File: src/rtl/ram_output_bank_pkg.sv
// ram_out_pkg: shared definitions for the output-unit RAM bank.
//   - default word/address widths
//   - stream sequencer state encoding
package ram_out_pkg;

    localparam int DEF_DATA_WIDTH = 8;
    localparam int DEF_ADDR_WIDTH = 4;

    typedef enum logic [1:0] {
        ST_IDLE  = 2'd0,
        ST_RUN   = 2'd1,
        ST_DRAIN = 2'd2
    } strm_state_e;

endpackage

File: src/rtl/ram_output_bank_if.sv
// ram_output_bank_if: bus bundle for the output RAM bank.
//   write port : wr_en, wr_addr, wr_data
//   random read: rd_en, rd_addr -> rd_data, rd_valid
//   stream     : strm_start, strm_ready -> strm_busy, strm_data, strm_addr,
//                strm_valid, strm_done
// master = writer/consumer side, slave = RAM bank side.
interface ram_output_bank_if
    import ram_out_pkg::*;
#(
    parameter int DATA_WIDTH = DEF_DATA_WIDTH,
    parameter int ADDR_WIDTH = DEF_ADDR_WIDTH
);
    logic                  wr_en;
    logic [ADDR_WIDTH-1:0] wr_addr;
    logic [DATA_WIDTH-1:0] wr_data;
    logic                  rd_en;
    logic [ADDR_WIDTH-1:0] rd_addr;
    logic [DATA_WIDTH-1:0] rd_data;
    logic                  rd_valid;
    logic                  strm_start;
    logic                  strm_busy;
    logic [DATA_WIDTH-1:0] strm_data;
    logic [ADDR_WIDTH-1:0] strm_addr;
    logic                  strm_valid;
    logic                  strm_ready;
    logic                  strm_done;

    modport master (
        output wr_en, wr_addr, wr_data, rd_en, rd_addr, strm_start, strm_ready,
        input  rd_data, rd_valid, strm_busy, strm_data, strm_addr, strm_valid, strm_done
    );

    modport slave (
        input  wr_en, wr_addr, wr_data, rd_en, rd_addr, strm_start, strm_ready,
        output rd_data, rd_valid, strm_busy, strm_data, strm_addr, strm_valid, strm_done
    );

endinterface

File: src/rtl/ram_sdp_core.sv
// ram_sdp_core: simple-dual-port RAM, one write port and one enable-gated
// registered read port.
//   clk, rst_n        : clock, async active-low reset (read register only)
//   wr_en/addr/data   : write port
//   rd_en/rd_addr     : read request, data appears on rd_data after the edge
//   rd_data           : registered read word, held while rd_en is low
// Optional macro RAM_OUT_WR_FWD_EN: a read on the same edge and address as a
// write returns the incoming wr_data instead of the old array contents.
module ram_sdp_core
    import ram_out_pkg::*;
#(
    parameter int DATA_WIDTH = DEF_DATA_WIDTH,
    parameter int ADDR_WIDTH = DEF_ADDR_WIDTH
) (
    input  logic                  clk,
    input  logic                  rst_n,
    input  logic                  wr_en,
    input  logic [ADDR_WIDTH-1:0] wr_addr,
    input  logic [DATA_WIDTH-1:0] wr_data,
    input  logic                  rd_en,
    input  logic [ADDR_WIDTH-1:0] rd_addr,
    output logic [DATA_WIDTH-1:0] rd_data
);
    localparam int DEPTH = 1 << ADDR_WIDTH;

    // Array has no reset so contents survive rst_n.
    logic [DATA_WIDTH-1:0] mem [DEPTH];
    logic [DATA_WIDTH-1:0] rd_word;

    always_ff @(posedge clk) begin
        if (wr_en) mem[wr_addr] <= wr_data;
    end

`ifdef RAM_OUT_WR_FWD_EN
    assign rd_word = (wr_en && (wr_addr == rd_addr)) ? wr_data : mem[rd_addr];
`else
    assign rd_word = mem[rd_addr];
`endif

    always_ff @(posedge clk or negedge rst_n) begin
        if (!rst_n)     rd_data <= '0;
        else if (rd_en) rd_data <= rd_word;
    end

endmodule

File: src/rtl/ram_output_bank.sv
// ram_output_bank: output-unit RAM with random read and full-array streaming.
//   clk, rst_n : clock, async active-low reset
//   bus        : ram_output_bank_if.slave (write, random read, stream ports)
// The single read port of ram_sdp_core is shared: stream issues win, random
// reads are only accepted while the sequencer is idle.
// Optional macro RAM_OUT_WR_FWD_EN enables write-to-read forwarding in the core.
module ram_output_bank
    import ram_out_pkg::*;
#(
    parameter int DATA_WIDTH = DEF_DATA_WIDTH,
    parameter int ADDR_WIDTH = DEF_ADDR_WIDTH
) (
    input  logic             clk,
    input  logic             rst_n,
    ram_output_bank_if.slave bus
);
    strm_state_e           state;
    logic [ADDR_WIDTH-1:0] ptr;
    logic                  issue, rand_acc, last_acc;
    logic                  core_rd_en;
    logic [ADDR_WIDTH-1:0] core_rd_addr;
    logic [DATA_WIDTH-1:0] core_q;

    logic                  rd_valid_r, strm_valid_r, strm_done_r;
    logic [ADDR_WIDTH-1:0] strm_addr_r;

    // The core register holds whichever read came last; src_strm records the
    // owner, and the other output is served from its hold register, which
    // snapshots core_q on the edge ownership changes.
    logic                  src_strm;
    logic [DATA_WIDTH-1:0] rd_hold, strm_hold;

    assign issue    = (state == ST_RUN) && (!strm_valid_r || bus.strm_ready);
    assign rand_acc = bus.rd_en && (state == ST_IDLE);
    assign last_acc = (state == ST_DRAIN) && bus.strm_ready;

    assign core_rd_en   = issue || rand_acc;
    assign core_rd_addr = issue ? ptr : bus.rd_addr;

    ram_sdp_core #(
        .DATA_WIDTH (DATA_WIDTH),
        .ADDR_WIDTH (ADDR_WIDTH)
    ) u_core (
        .clk     (clk),
        .rst_n   (rst_n),
        .wr_en   (bus.wr_en),
        .wr_addr (bus.wr_addr),
        .wr_data (bus.wr_data),
        .rd_en   (core_rd_en),
        .rd_addr (core_rd_addr),
        .rd_data (core_q)
    );

    always_ff @(posedge clk or negedge rst_n) begin
        if (!rst_n) begin
            state        <= ST_IDLE;
            ptr          <= '0;
            strm_valid_r <= 1'b0;
            strm_done_r  <= 1'b0;
            strm_addr_r  <= '0;
        end else begin
            strm_done_r <= 1'b0;
            case (state)
                // A start coinciding with the done pulse is dropped.
                ST_IDLE: if (bus.strm_start && !strm_done_r) begin
                    state <= ST_RUN;
                    ptr   <= '0;
                end
                ST_RUN: if (issue) begin
                    strm_valid_r <= 1'b1;
                    strm_addr_r  <= ptr;
                    ptr          <= ptr + ADDR_WIDTH'(1);
                    if (&ptr) state <= ST_DRAIN;
                end
                ST_DRAIN: if (last_acc) begin
                    strm_valid_r <= 1'b0;
                    strm_done_r  <= 1'b1;
                    state        <= ST_IDLE;
                end
                default: state <= ST_IDLE;
            endcase
        end
    end

    always_ff @(posedge clk or negedge rst_n) begin
        if (!rst_n) begin
            rd_valid_r <= 1'b0;
            src_strm   <= 1'b0;
            rd_hold    <= '0;
            strm_hold  <= '0;
        end else begin
            rd_valid_r <= rand_acc;
            if (issue && !src_strm) begin
                rd_hold  <= core_q;
                src_strm <= 1'b1;
            end
            if (rand_acc && src_strm) begin
                strm_hold <= core_q;
                src_strm  <= 1'b0;
            end
        end
    end

    assign bus.rd_data    = src_strm ? rd_hold : core_q;
    assign bus.rd_valid   = rd_valid_r;
    assign bus.strm_data  = src_strm ? core_q : strm_hold;
    assign bus.strm_addr  = strm_addr_r;
    assign bus.strm_valid = strm_valid_r;
    assign bus.strm_done  = strm_done_r;
    assign bus.strm_busy  = (state != ST_IDLE);

endmodule
File: src/flat_wrapper.sv
// flat-port wrapper written by rule: the top's interface ports become plain ports
module ram_output_bank_flat import ram_out_pkg::*;
#(
    parameter int DATA_WIDTH = DEF_DATA_WIDTH,
    parameter int ADDR_WIDTH = DEF_ADDR_WIDTH
)
  (clk, rst_n, bus_wr_en, bus_wr_addr, bus_wr_data, bus_rd_en, bus_rd_addr, bus_strm_start, bus_strm_ready, bus_rd_data, bus_rd_valid, bus_strm_busy, bus_strm_data, bus_strm_addr, bus_strm_valid, bus_strm_done);
  ram_output_bank_if #(.DATA_WIDTH(DATA_WIDTH), .ADDR_WIDTH(ADDR_WIDTH)) bus_i ();
  input  logic clk;
  input  logic rst_n;
  input wire logic [$bits(bus_i.wr_en)-1:0] bus_wr_en;
  input wire logic [$bits(bus_i.wr_addr)-1:0] bus_wr_addr;
  input wire logic [$bits(bus_i.wr_data)-1:0] bus_wr_data;
  input wire logic [$bits(bus_i.rd_en)-1:0] bus_rd_en;
  input wire logic [$bits(bus_i.rd_addr)-1:0] bus_rd_addr;
  input wire logic [$bits(bus_i.strm_start)-1:0] bus_strm_start;
  input wire logic [$bits(bus_i.strm_ready)-1:0] bus_strm_ready;
  output wire logic [$bits(bus_i.rd_data)-1:0] bus_rd_data;
  output wire logic [$bits(bus_i.rd_valid)-1:0] bus_rd_valid;
  output wire logic [$bits(bus_i.strm_busy)-1:0] bus_strm_busy;
  output wire logic [$bits(bus_i.strm_data)-1:0] bus_strm_data;
  output wire logic [$bits(bus_i.strm_addr)-1:0] bus_strm_addr;
  output wire logic [$bits(bus_i.strm_valid)-1:0] bus_strm_valid;
  output wire logic [$bits(bus_i.strm_done)-1:0] bus_strm_done;
  assign bus_i.wr_en = bus_wr_en;
  assign bus_i.wr_addr = bus_wr_addr;
  assign bus_i.wr_data = bus_wr_data;
  assign bus_i.rd_en = bus_rd_en;
  assign bus_i.rd_addr = bus_rd_addr;
  assign bus_i.strm_start = bus_strm_start;
  assign bus_i.strm_ready = bus_strm_ready;
  assign bus_rd_data = bus_i.rd_data;
  assign bus_rd_valid = bus_i.rd_valid;
  assign bus_strm_busy = bus_i.strm_busy;
  assign bus_strm_data = bus_i.strm_data;
  assign bus_strm_addr = bus_i.strm_addr;
  assign bus_strm_valid = bus_i.strm_valid;
  assign bus_strm_done = bus_i.strm_done;
  ram_output_bank #(.DATA_WIDTH(DATA_WIDTH), .ADDR_WIDTH(ADDR_WIDTH)) u_core (.clk(clk), .rst_n(rst_n), .bus(bus_i));
endmodule
File: config.mk
export PLATFORM = sky130hd
export DESIGN_NAME = ram_output_bank_flat
export DESIGN_NICKNAME = d
export VERILOG_FILES = /design/src/rtl/ram_output_bank_pkg.sv /design/src/rtl/ram_output_bank_if.sv /design/src/rtl/ram_sdp_core.sv /design/src/rtl/ram_output_bank.sv /design/src/flat_wrapper.sv
export SDC_FILE = /design/constraint.sdc
export NUM_CORES = 1
export LEC_CHECK = 0
export CAP_MARGIN = 20
export CORE_ASPECT_RATIO = 1.75
export CORE_MARGIN = 1.5
export CORE_UTILIZATION = 55
export DETAILED_ROUTE_END_ITERATION = 10
export HOLD_SLACK_MARGIN = 0.12
export PLACE_DENSITY = 0.83
export SETUP_SLACK_MARGIN = 0.5
export SYNTH_ARGS = -nofsm -noshare
export SYNTH_HDL_FRONTEND = slang
export SYNTH_SLANG_ARGS = --single-unit
export TNS_END_PERCENT = 30
File: constraint.sdc
create_clock -name clk -period 6.95 [get_ports clk]
set_input_delay 1.39 -clock clk [delete_from_list [all_inputs] [get_ports clk]]
set_output_delay 1.39 -clock clk [all_outputs]
set_load 0.03 [all_outputs]
# --- Yosys cells after proc, flatten, opt, wreduce, memory -nomap -nowiden ---
# Memories as Yosys holds them, arrays and structs flattened. A register that Yosys moved wholly into a read port is not among the register bits.
# Cells that the tools add are included.
# W data, S select, Z words.
totals:
  regBits: 30
  ram_bits: 128
  in_bits: 22
  out_inout_bits: 24
  wordCells: 59
  mem_count: 1
mem_list:
  columns: ["name", "depth", "word_bits", "read_ports", "rd_ports_with_merged_regs", "wr", "line_no", "text"]
  rows:
  - ["u_core.u_core.mem", 16, 8, 1, 1, 1, "ram_sdp_core.sv:27", "logic [DATA_WIDTH-1:0] mem [DEPTH];"]
op_classes:
  add_sub_neg: 1
  eq_ne: 6
  mux: 20
  reduce_logical: 22
ops:
  columns: ["op", "count"]
  rows:
  - ["$mux W8", 2]
  - ["$mux W4", 3]
  - ["$mux W1", 8]
  - ["$mux W2", 4]
  - ["$pmux W4 S2", 1]
  - ["$reduce_and A4 Y1", 2]
  - ["$reduce_bool A2 Y1", 4]
  - ["$logic_and A1 B1 Y1", 6]
  - ["$pmux W2 S3", 1]
  - ["$reduce_and A3 Y1", 2]
  - ["$add A4 B1 Y4 const B", 1]
  - ["$logic_not A1 Y1", 4]
  - ["$ne A2 B1 Y1 const B", 2]
  - ["$ne A2 B2 Y1 const B", 2]
  - ["$eq A2 B1 Y1 const B", 1]
  - ["$eq A2 B2 Y1 const B", 1]
  - ["$logic_not A2 Y1", 1]
  - ["$logic_or A1 B1 Y1", 2]
  - ["$pmux W1 S2", 1]
  - ["$reduce_and A2 Y1", 1]

# --- Logic depth before layout (Yosys ltp) ---
logic_depth:
  depth_word: 6
  ltp_mapped: 11
  depth_no_buf: 8

# --- By module ---
# Synthesis repeated with hierarchy kept, for this count alone.
unflattened:
  hier_cells: 366
  hier_area_um2: 6807.8
modules_own_cells:
  columns: ["mod", "n_inst", "cells_each", "area_per_inst_um2", "seq_area_each_um2"]
  rows:
  - ["ram_sdp_core", 1, 240, 5331.4, 4043.9]
  - ["ram_output_bank", 1, 126, 1476.4, 750.7]

# --- Least setup slack after synthesis ---
# Ideal clock, no wire load.
synth_timing:
  path_kind: "input to register"
  startpoint: "input port bus_strm_ready"
  endpoint: "register u_core.u_core.rd_data[1], read port of u_core.u_core.mem"
  setup_ps: 138
  arrival_ps: 2964
  t_required_ps: 6812
  slack_ps: 3847
  cell_stages: 8
  n_path_buf: 2
  path_cell_list: "nand2b_1 > buf_2 > nand3_2 > nand2_4 > buf_2 > mux2_2 > a221oi_1 > o211ai_1"
synth_via:
  elab_chain_cells: 3
  word_cells_on_any_way: 4
  cone_classes: "1 x mux; 3 x reduce/logical"
synth_rtl:
  columns: ["item", "line_no", "text"]
  rows:
  - ["start, declared", "flat_wrapper.sv:17", "input wire logic [$bits(bus_i.strm_ready)-1:0] bus_strm_ready;"]
  - ["$logic_or A1 B1 Y1 (*)", "ram_output_bank.sv:33", "assign issue = (state == ST_RUN) && (!strm_valid_r || bus.strm_ready);"]
  - ["$logic_and A1 B1 Y1 (*)", "ram_output_bank.sv:33", null]
  - ["$mux W4 / $logic_or A1 B1 Y1 (equally long branches)", "ram_output_bank.sv:38, ram_output_bank.sv:37", null]
  - ["end, declared", "ram_sdp_core.sv:22", "output logic [DATA_WIDTH-1:0] rd_data"]
# Every way passes the cells marked *; elsewhere a longest branch is shown, timed or not.
# A chain may end at the register's enable or synchronous reset.

# --- Worst setup path after layout ---
layout_timing:
  startpoint: "input port bus_strm_ready"
  endpoint: "register u_core.u_core.rd_data[5], read port of u_core.u_core.mem"
# Same word-level chain as after synthesis.

==> metrics.md <==
| Metric | Value |
|---|---|
| Run status | completed |
| Routed WL per cell | 24.1 µm |
| CTS tree | done |
| Setup TNS | 0 ps |
| Int Power | between 2 and 2.5 mW |
| Antenna cell count | 0 |
| NetSw | about 1.1 mW |
| Clk_lat worst skew | roughly 420 ps |
| Max cap viols | 0 |
| Final hold violation count | 0 |
| CP cell instances | clkdlybuf4s50_1 -> nand2b_1 -> nand2_1 -> buf_4 -> nand2_1 -> buf_4 -> a211oi_1 -> nor4b_1 -> or4_1 |
| I/O pin total | 46 |
| Sw Share | 33.3% |
| Hold path cells | 1 |
| Sink Count | ~170 |
| Ratio of final minimum period to clock period | 57.8% |
| Commonest non-fill, non-tap cells in the layout | edfxtp_1 (128), mux2_2 (46), clkdlybuf4s50_1 (44), dfrtp_1 (38), o21ai_0 (31) |
| Worst slew margin | a little under a third |
| Remaining Overflow, GRT | 0 |
| Reg2reg start | u_core.state[1] |
| Total vias in the final route | 4740 |
| Core area | 12600 µm² |
| R2r endpoint | u_core.u_core.rd_data[5] |
| Root buffer cell | clkbuf_16 |
| Initial drt markers | about 440 |
| Initial antenna violation count | 0 |
| Syn Nets | 528 |
| CTS Hold Bufs | 0 |
| Die area | 13600 µm² |
| Largest net degree at the start of global routing | 39 |
| Critical Path Source | bus_strm_ready |
| Area Growth Syn to Fin | 17.1% |
| Chip height | 153 µm |
| Gate power share | 31.2% |
| Mapped Area | 7100 µm² |
| CP Class | input pin to flop |
| Register Area | ~4800 µm² |
| Async SR Flop Fraction | 22.9% |
| Post-cts sizing count | 0 |
| Hold Path Class | flop to flop |
| Number of global-route vias before repair | roughly 4700 |
| Post-route DRC | 0 |
| Worst EP required | about 7200 ps |
| Clock Power Share | 28.9% |
| RSZ-0062 raised after global routing | false |
| Vias per cell | approximately 6.5 |
| HP Start | u_core.rd_hold[2] |
| Fin crit period | approximately 4000 ps |
| Achievable Freq | 249 MHz |
| Max VDD drop | 0.191 mV |
| Fill cells | 903 |
| Critical path arrival | 4300 ps |
| Routed WL | 17600 µm |
| Area of the multi-input gates | 2180 µm² |
| Largest stage delay, worst path | 530 ps |
| # H-tree levels | 4 |
| First-pass GRT wire length | around 27000 µm |
| Flop2flop setup slack | 3460 ps |
| Die width | about 89 µm |
| Most common cell after layout, fill and taps aside | edfxtp_1 |
| Worst Hold Path EP | u_core.rd_hold[2] |
| Leak Pwr | approximately 3.0 nW |
| Final ANT Viol Nets | 0 |
| Slowest cell on crit path | or4_1 |
| Post-synthesis cell type count | 48 |
| Startpoint Class | input pin |
| Number of synthesized register bits | about 170 |
| Avg Cell Area, Syn | 14.2 µm² |
| Worst Tran Pin Value | just over 1000 ps |
| Clock skew | 11.6 ps |
| Final instance area | 8320 µm² |
| Fin. max-slew vios | 0 |
| CP delay by family, top | simple AND/OR/NAND/NOR gates |
| Syn. warnings | 0 |
| Final setup vio count | 0 |
| Layout cells sized above 1 | roughly 17% |
| Critical path peak fanout | 37 |
| CP bufs+invs | 3 |
| Syn Inst Count | between 500 and 600 |
| Initial Utilization | a little under three fifths |
| EDFF count, synth | ~130 |
| R2r worst-path depth | 10 |
| GRT Total Usage | between 20% and 30% |
| Setup crit end kind | flop |
| Inserted Clock Buffers | 17 |
| PortBufs | 45 |
| Nets@finish | 579 |
| Setup Fix Bufs, Post-CTS | 0 |
| DRT Pass-1 Iters | 7 |
| Post-DP HPWL | between 10000 and 15000 µm |
| PD cells | 386 nW/µm² |
| Final GP Congestion | ~0.97 |
| FP Rows | 54 |
| Post-DP Area | 7730 µm² |
| Reg clk slew, reported paths | 60 ps |
| Reg power frac | 39.8% |
| Max Root-Sink Buffers | 2 |
| Predominant post-synthesis flop cell | edfxtp_1 |
| Register area share after synthesis | 67.5% |
## power by group through the flow
stage / combinational, mW / sequential (mW) / clock (mW)
floorplan: 0.679 / 1.27 / 0
global placement: 0.968 / 1.29 / 0
detailed placement: 0.991 / 1.30 / 0
CTS: 0.997 / 1.28 / 0.936
global route: 1.07 / 1.29 / 0.974
finish: 1.00 / 1.28 / 0.929
## cell usage after synthesis (all sizes together), types with 8 or more instances
| cell type | instances | area (µm²) |
|---|---|---|
| nor2 | 20 | 82.6 |
| dfrtp | 38 | 951 |
| mux2i | 16 | 160 |
| buf | 9 | 47.6 |
| nand3 | 31 | 160 |
| nand2 | 20 | 82.6 |
| a21oi | 12 | 60.1 |
| a31oi | 9 | 62.6 |
| a211o | 12 | 105 |
| inv | 10 | 37.5 |
| o211ai | 8 | 60.1 |
| a211oi | 13 | 97.6 |
| and3 | 20 | 125 |
| mux2 | 46 | 518 |
| edfxtp | 128 | 3840 |
| clkbuf | 12 | 45.0 |
| o21ai | 33 | 180 |
## kinds of logic after synthesis
logic type	Yosys count	share of synthesized area, %
adders and majority gates	5	0.881
buffers and inverters	31	1.83
AOI/OAI and AO/OA	110	10.7
muxes	62	9.55
DFF	166	67.5
and+or+nand+nor	127	9.56
## worst max path at each step
stage | slack (ps) | cells after the start | endpoint
2_1_floorplan | 3850 | 8 | u_core.u_core.rd_data[1]
3_3_place_gp | 2650 | 9 | u_core.u_core.rd_data[5]
3_5_place_dp | 2580 | 9 | u_core.u_core.rd_data[5]
4_1_cts | 3040 | 7 | u_core.u_core.rd_data[5]
5_1_grt | 2730 | 9 | u_core.u_core.rd_data[5]
6_report | 2940 | 9 | u_core.u_core.rd_data[5]
## final cells by class
| type | instances | share of cell area [%] |
|---|---|---|
| Tap cell | 168 | 2.53 |
| Timing Repair Buffer | 53 | 6.08 |
| Clock inverter | 15 | 2.03 |
| Clock buffer | 17 | 5.11 |
| Sequential cell | 166 | 57.6 |
| Multi-Input combinational cell | 304 | 26.2 |
| Inverter | 10 | 0.451 |
## per-stage QoR
stage               setup slack [ps]  hold slack (ps)  cells  total power, mW  util (%)
floorplan                       3850              474    501             1.95         -
global placement                2650              481    701             2.26      61.5
detailed placement              2580              487    701             2.29      61.5
CTS                             3040              502    733             3.21      66.2
global route                    2730              513    733             3.34      66.2
finish                          2940              502    733             3.21      66.2
## state kept, by name, summed over array words and instances, names as in the netlist
register               count
u_core.bus.strm_done       1
u_core.bus.strm_addr       4
u_core.bus.rd_valid        1
u_core.ptr                 4
u_core.strm_hold           8
u_core.bus.strm_valid      1
u_core.state               2
u_core.u_core.rd_data      8
u_core.u_core.mem        128
u_core.src_strm            1
u_core.rd_hold             8
## layer usage
metal	routed length, µm	part of all wire [%]	track usage (%)	vias to the layer above
met5	0	0	0	-
met4	921	5.2	15.6	0
met3	1160	6.6	5.35	65
met2	9580	54	48.0	281
met1	5990	34	31.2	2323
li1	-	-	-	2071
Note: power is estimated with default switching activity, not from simulation.
